## src/rtl/core_insn_loader_pkg.sv

```systemverilog
// Shared sizing, state encoding and helpers for the per-core instruction loader.
// Build with LOADER_PROTO_CHECK_EN defined to enable part-index sequencing checks.
package core_insn_loader_pkg;

   localparam int INSN_LOAD_TIME = 4;
   localparam int INSN_BUS_W = 32;
   localparam int INSN_W = 16;
   localparam int REG_W = 8;

   localparam int CNT_W =
      ($clog2(INSN_LOAD_TIME) > 1) ? $clog2(INSN_LOAD_TIME) : 1;
   localparam int FRAME_W = INSN_LOAD_TIME * INSN_BUS_W;
   localparam int IPF = FRAME_W / INSN_W;
   localparam int IDX_W = ($clog2(IPF) > 1) ? $clog2(IPF) : 1;

   localparam logic [CNT_W-1:0] LAST_PART = CNT_W'(INSN_LOAD_TIME - 1);
   localparam logic [IDX_W-1:0] LAST_INSN = IDX_W'(IPF - 1);

   typedef enum logic [1:0] {
      IDLE  = 2'd0,
      LOAD  = 2'd1,
      ISSUE = 2'd2,
      DRAIN = 2'd3
   } state_t;

   function automatic logic cnt_in_range(input logic [CNT_W-1:0] c);
      return int'(c) < INSN_LOAD_TIME;
   endfunction

endpackage

```

## src/rtl/core_insn_loader_if.sv

```systemverilog
// Issue handshake between the loader (master) and the core pipeline (slave).
interface core_insn_loader_if;
   import core_insn_loader_pkg::*;

   logic [INSN_W-1:0] insn_out;
   logic insn_valid;
   logic insn_accept;
   logic core_busy;

   modport master (
      output insn_out,
      output insn_valid,
      input  insn_accept,
      input  core_busy
   );

   modport slave (
      input  insn_out,
      input  insn_valid,
      output insn_accept,
      output core_busy
   );

endinterface

```

## src/rtl/core_insn_frame_buf.sv

```systemverilog
// Frame part register file with the per-instruction read mux.
module core_insn_frame_buf
   import core_insn_loader_pkg::*;
(
   input  logic clk,
   input  logic reset,
   input  logic wr_en,
   input  logic [CNT_W-1:0] wr_idx,
   input  logic [INSN_BUS_W-1:0] wr_data,
   input  logic [IDX_W-1:0] rd_idx,
   output logic [INSN_W-1:0] rd_insn
);

   logic [INSN_LOAD_TIME-1:0][INSN_BUS_W-1:0] parts;
   logic [FRAME_W-1:0] frame;

   assign frame = parts;
   assign rd_insn = frame[rd_idx*INSN_W +: INSN_W];

   always_ff @(posedge clk or negedge reset) begin
      if (!reset) begin
         parts <= '0;
      end else if (wr_en && cnt_in_range(wr_idx)) begin
         parts[wr_idx] <= wr_data;
      end
   end

endmodule

```

## src/rtl/core_insn_loader.sv

```systemverilog
// Per-core instruction loader: collects a frame, preloads R0, issues, drains.
// LOADER_PROTO_CHECK_EN enables expected-part tracking and protocol_err.
module core_insn_loader
   import core_insn_loader_pkg::*;
(
   input  logic clk,
   input  logic reset,
   input  logic start,
   input  logic [CNT_W-1:0] insn_load_counter,
   input  logic [INSN_BUS_W-1:0] insn_data,
   input  logic init_r0_vect,
   input  logic [REG_W-1:0] init_r0,
   output logic ready,
   output logic r0_wr,
   output logic [REG_W-1:0] r0_value,
   output logic protocol_err,
   core_insn_loader_if.master io
);

   state_t state;
   logic [IDX_W-1:0] idx;
   logic valid_q;
   logic r0_pend;
   logic take;
   logic wr_en;
   logic cap;
   logic commit;
   logic bad;

   assign take = start & ready;
   assign io.insn_valid = valid_q;

`ifdef LOADER_PROTO_CHECK_EN
   logic [CNT_W-1:0] exp_cnt;

   always_comb begin
      wr_en = 1'b0;
      bad = 1'b0;
      if (take) begin
         if (!cnt_in_range(insn_load_counter)) begin
            bad = 1'b1;
         end else if (insn_load_counter != exp_cnt) begin
            bad = 1'b1;
            // an out-of-order part 0 restarts the frame
            wr_en = (insn_load_counter == '0);
         end else begin
            wr_en = 1'b1;
         end
      end
   end

   always_ff @(posedge clk or negedge reset) begin
      if (!reset) begin
         exp_cnt <= '0;
         protocol_err <= 1'b0;
      end else begin
         if (commit) exp_cnt <= '0;
         else if (wr_en) exp_cnt <= insn_load_counter + 1'b1;
         if (bad) protocol_err <= 1'b1;
      end
   end
`else
   assign wr_en = take;
   assign bad = 1'b0;
   assign protocol_err = 1'b0;
`endif

   assign cap = wr_en && (insn_load_counter == '0);
   assign commit = wr_en && !bad && (insn_load_counter == LAST_PART);

   core_insn_frame_buf u_buf (
      .clk     (clk),
      .reset   (reset),
      .wr_en   (wr_en),
      .wr_idx  (insn_load_counter),
      .wr_data (insn_data),
      .rd_idx  (idx),
      .rd_insn (io.insn_out)
   );

   always_ff @(posedge clk or negedge reset) begin
      if (!reset) begin
         state <= IDLE;
         ready <= 1'b1;
         valid_q <= 1'b0;
         idx <= '0;
         r0_pend <= 1'b0;
         r0_value <= '0;
         r0_wr <= 1'b0;
      end else begin
         r0_wr <= 1'b0;
         unique case (state)
            IDLE, LOAD: begin
               if (cap) begin
                  r0_pend <= init_r0_vect;
                  r0_value <= init_r0;
               end
               if (commit) begin
                  state <= ISSUE;
                  ready <= 1'b0;
                  valid_q <= 1'b1;
                  idx <= '0;
                  r0_wr <= r0_pend;
               end else if (wr_en) begin
                  state <= LOAD;
               end
            end
            ISSUE: begin
               if (io.insn_accept) begin
                  if (idx == LAST_INSN) begin
                     idx <= '0;
                     valid_q <= 1'b0;
                     state <= DRAIN;
                  end else begin
                     idx <= idx + 1'b1;
                  end
               end
            end
            DRAIN: begin
               if (!io.core_busy) begin
                  state <= IDLE;
                  ready <= 1'b1;
               end
            end
         endcase
      end
   end

endmodule

```

## src/flat_wrapper.sv

```systemverilog
// flat-port wrapper written by rule: the top's interface ports become plain ports
module core_insn_loader_flat import core_insn_loader_pkg::*;
  (clk, reset, start, insn_load_counter, insn_data, init_r0_vect, init_r0, ready, r0_wr, r0_value, protocol_err, io_insn_out, io_insn_valid, io_insn_accept, io_core_busy);
  core_insn_loader_if io_i ();
  input  logic clk;
  input  logic reset;
  input  logic start;
  input  logic [CNT_W-1:0] insn_load_counter;
  input  logic [INSN_BUS_W-1:0] insn_data;
  input  logic init_r0_vect;
  input  logic [REG_W-1:0] init_r0;
  output logic ready;
  output logic r0_wr;
  output logic [REG_W-1:0] r0_value;
  output logic protocol_err;
  output wire logic [$bits(io_i.insn_out)-1:0] io_insn_out;
  output wire logic [$bits(io_i.insn_valid)-1:0] io_insn_valid;
  input wire logic [$bits(io_i.insn_accept)-1:0] io_insn_accept;
  input wire logic [$bits(io_i.core_busy)-1:0] io_core_busy;
  assign io_insn_out = io_i.insn_out;
  assign io_insn_valid = io_i.insn_valid;
  assign io_i.insn_accept = io_insn_accept;
  assign io_i.core_busy = io_core_busy;
  core_insn_loader u_core (.clk(clk), .reset(reset), .start(start), .insn_load_counter(insn_load_counter), .insn_data(insn_data), .init_r0_vect(init_r0_vect), .init_r0(init_r0), .ready(ready), .r0_wr(r0_wr), .r0_value(r0_value), .protocol_err(protocol_err), .io(io_i));
endmodule
```

## config.mk

```make
export PLATFORM = sky130hd
export DESIGN_NAME = core_insn_loader_flat
export DESIGN_NICKNAME = d
export VERILOG_FILES = /design/src/rtl/core_insn_loader_pkg.sv /design/src/rtl/core_insn_loader_if.sv /design/src/rtl/core_insn_frame_buf.sv /design/src/rtl/core_insn_loader.sv /design/src/flat_wrapper.sv
export SDC_FILE = /design/constraint.sdc
export NUM_CORES = 1
export LEC_CHECK = 0
export BUFFER_PORTS_ARGS = -buffer_cell sky130_fd_sc_hd__buf_2
export CAP_MARGIN = 20
export CORE_MARGIN = 1
export CORE_UTILIZATION = 45
export CTS_CLUSTER_SIZE = 25
export DETAILED_ROUTE_END_ITERATION = 7
export PLACE_DENSITY = 0.67
export SLEW_MARGIN = 20
export SYNTH_ARGS = -nofsm -noshare
export SYNTH_HDL_FRONTEND = slang
export SYNTH_SLANG_ARGS = --single-unit
```

## constraint.sdc

```tcl
create_clock -name clk -period 1.7 [get_ports clk]
set_input_delay 0.34 -clock clk [delete_from_list [all_inputs] [get_ports clk]]
set_output_delay 0.34 -clock clk [all_outputs]
set_load 0.005 [all_outputs]
```

==> results.md <==
- Clock share of power: approximately a quarter
- Lkg Pwr: about 3.5 nW
- Max Cap Viol: 0
- Sw Ratio: 27.1%
- Clock latency on the worst-skew pair: ~0.42 ns
- Via density: ~5.5
- Vias in the first global route: between 3000 and 4000
- Max H-tree Level: 4
- Initial antenna violation count: 2
- Combinational group share of total power: 35.1%
- Dominant synthesized flop cell: dfrtp_1
- Worst-path clk slew: roughly 0.06 ns
- Overall Global Routing Usage: between 15 and 20%
- P&R area growth vs syn: 21.0%
- Power per cell area: about 1900 nW/um2
- Reg2Reg Depth: 8
- Critical Path Max Stage Delay: about 0.54 ns
- Slew Viols, Final: 0
- Detail Placement HPWL: ~8900 um
- CTS Root Cell: clkbuf_16
- Power Total: roughly 15 mW
- Post-Syn Area per Cell: between 15 and 20 um2
- Slowest-stage cell, CP: mux4_2
- Cell Rows: 43
- Final Hold Fails: 0
- Cell area after synthesis: 6620 um2
- First-pass DRT Iterations: 4
- Die W: around 120 um
- Min-delay worst type: in -> reg
- Number of synthesized flops with an enable pin: 0
- Worst EP required: about 1.4 ns
- Pre-CTS setup slack: -0.232 ns
- Part of the Yosys area used for sequential elements: 54.8%
- CTS tree: yes
- Final period util: 139%
- Total grt overflow: 0
- First-pass GRT wire length: 21600 um
- Reg power frac: between 40% and 50%
- Cell Area, Placed: 7270 um2
- Hold path depth: 2
- Tmin final: 2.36 ns
- Initial Utilization: between 40% and 50%
- Clock Sink Count: ~150
- Status: finished with violations
- TritonCTS Buffers: 17
- Yosys Warn Count: 0
- Critical path type: reg -> out
- Violated checks: setup timing
- Nets: about 530
- Fmax: ~0.42 GHz
- CTS max path bufs: 2
- I/O Pins: 76
- Ys async rst share: 100%
- Setup ws final: -0.658 ns
- Final Skew: 0.00694 ns
- Layout cells sized above 1: between 60 and 70%
- IR drop worst, VDD: approximately 900 uV
- Wire per inst: around 20 um
- Iter 0 DRT Violations: ~180
- Largest net degree at the start of global routing: 68
- Library cells used by synthesis: 30
- DRC viols: 0
- Pint: 11.0 mW
- Routability cong.: between 0.7 and 0.8
- Gate Count Post-Synth: 394
- Total vias in the final route: 3694
- Worst setup SP type: register
- Crit Path Max Fanout: 14
- Core area: between 10000 and 15000 um2
- Antenna-violating nets left: 0
- Crit path DAT: between 2 and 2.5 ns
- Post-route insts no fill: 676
- Synthesized flop and latch total: 145
- Final Setup Violations: 16
- Design area: around 8000 um2
- Die height: roughly 120 um
- CP Cell Sequence: buf_12, mux4_2, mux2_4, buf_6
- Fill cells: between 1000 and 1500
- Final WL: between 10000 and 15000 um
- Synth Net Count: roughly 440
- RSZ-0062 raised after global routing: true
- Cell count after placement: between 600 and 700
- NetSw: a little over 4 mW
- Input/output buffers: between 70 and 80
- Die footprint: about 15000 um2
- Setup TNS: -9.79 ns
- Worst setup EP type: primary output
-- worst max-delay path, delay by kind of cell (launching register included) --
| family | cells | cell delay [ns] |
|---|---|---|
| buf+inv | 2 | 0.32 |
| mux | 2 | 0.84 |
| flops | 1 | 0.44 |
-- registers in the layout, summed over array words and instances, names as in the netlist --
register              count
u_core.ready              1
u_core.u_buf.frame      128
u_core.idx                3
u_core.state              2
u_core.r0_value           8
u_core.r0_wr              1
u_core.r0_pend            1
u_core.io.insn_valid      1
-- final timing paths --
check | start | slack (ns) | end
worst max-delay path | u_core.idx[1] | -0.66 | io_insn_out[6]
worst min-delay path | io_core_busy | 0.11 | u_core.ready
worst max register to register | u_core.idx[1] | 0.04 | u_core.idx[1]
worst min register to register | u_core.u_buf.frame[125] | 0.50 | u_core.u_buf.frame[125]
max in group asynchronous | reset | 0.72 | u_core.u_buf.frame[26]
min in group asynchronous | reset | 0.31 | u_core.u_buf.frame[19]
-- layout by cell type, fill, tap and decap left out, types with 2 or more instances in the layout --
master	instances
ha_4	2
o21ai_2	2
o21ai_0	5
buf_6	13
clkinv_4	3
nand2_2	2
dfrtp_1	143
clkbuf_16	17
nor2_1	2
nor2b_1	2
nand3_1	2
a21oi_1	2
mux2_4	25
buf_12	9
bufinv_16	3
clkinvlp_4	4
mux4_2	30
buf_4	10
inv_1	4
nand4b_1	2
mux2_2	128
clkinv_2	4
mux4_1	2
buf_2	63
-- power groups by stage --
| stage | Combinational (mW) | Clock [mW] | Sequential [mW] |
|---|---|---|---|
| floorplan | 3.72 | 0 | 5.76 |
| global placement | 4.83 | 0 | 5.99 |
| detailed placement | 4.99 | 0 | 6.10 |
| CTS | 5.34 | 3.78 | 6.06 |
| global route | 5.73 | 3.94 | 6.28 |
| finish | 5.32 | 3.73 | 6.08 |
-- layer usage --
| layer | wire [um] | up-vias | part of all wire (%) | track usage (%) |
|---|---|---|---|---|
| li1 | - | 1641 | - | - |
| met1 | 6050 | 1971 | 44 | 25.4 |
| met2 | 6790 | 59 | 50 | 31.6 |
| met3 | 537 | 21 | 3.9 | 5.40 |
| met4 | 214 | 2 | 1.6 | 7.45 |
| met5 | 11 | - | 0.081 | 0 |
-- final cells by class --
cell class	instances	area (um2)	share of cell area (%)
diodes	1	2.50	0.0312
clock buffers	18	429	5.36
clock inverters	14	166	2.08
inverters	5	18.8	0.234
multi-input cells	217	2810	35.1
flip-flops and latches	145	3630	45.3
well taps	180	225	2.81
repair buffers	96	727	9.08
-- Yosys cell counts, types with 2 or more instances --
cell,instances,share of area (%)
nor2_1,2,0.11
clkbuf_1,3,0.17
nand2_1,3,0.17
mux2_4,9,2.0
mux2_2,144,24
a21oi_1,2,0.15
mux4_1,32,13
nand4b_1,2,0.26
o21ai_0,7,0.53
inv_1,4,0.23
buf_6,5,0.85
buf_2,17,1.3
nand3_1,2,0.15
nor2b_1,2,0.19
ha_1,2,0.38
dfrtp_1,144,54
-- cells by family after synthesis --
family / count (synthesis) / synth area share (%)
flip-flops: 145 / 54.8
AND/OR/NAND/NOR: 17 / 1.72
other: 1 / 0.0566
AO/OA/AOI/OAI: 12 / 1.04
multiplexers: 185 / 39.2
adder cells (fa/ha/maj): 2 / 0.378
buffers and inverters: 32 / 2.76
-- per-stage QoR --
stage / utilization (%) / hold slack (ns)
floorplan: - / 0.0444
global placement: 51.6 / 0.182
detailed placement: 51.6 / 0.185
CTS: 56.6 / 0.0937
global route: 56.8 / 0.117
finish: 56.8 / 0.108
-- repair_timing --
item                                    CTS  global route
endpoints found under the setup margin   17            18
buffers inserted                          1             0
pin swaps                                 0             0
hold buffers                              1             0
resized for setup                        19             6
endpoints found under the hold margin    24             0
(Power assumes the default switching activity.)
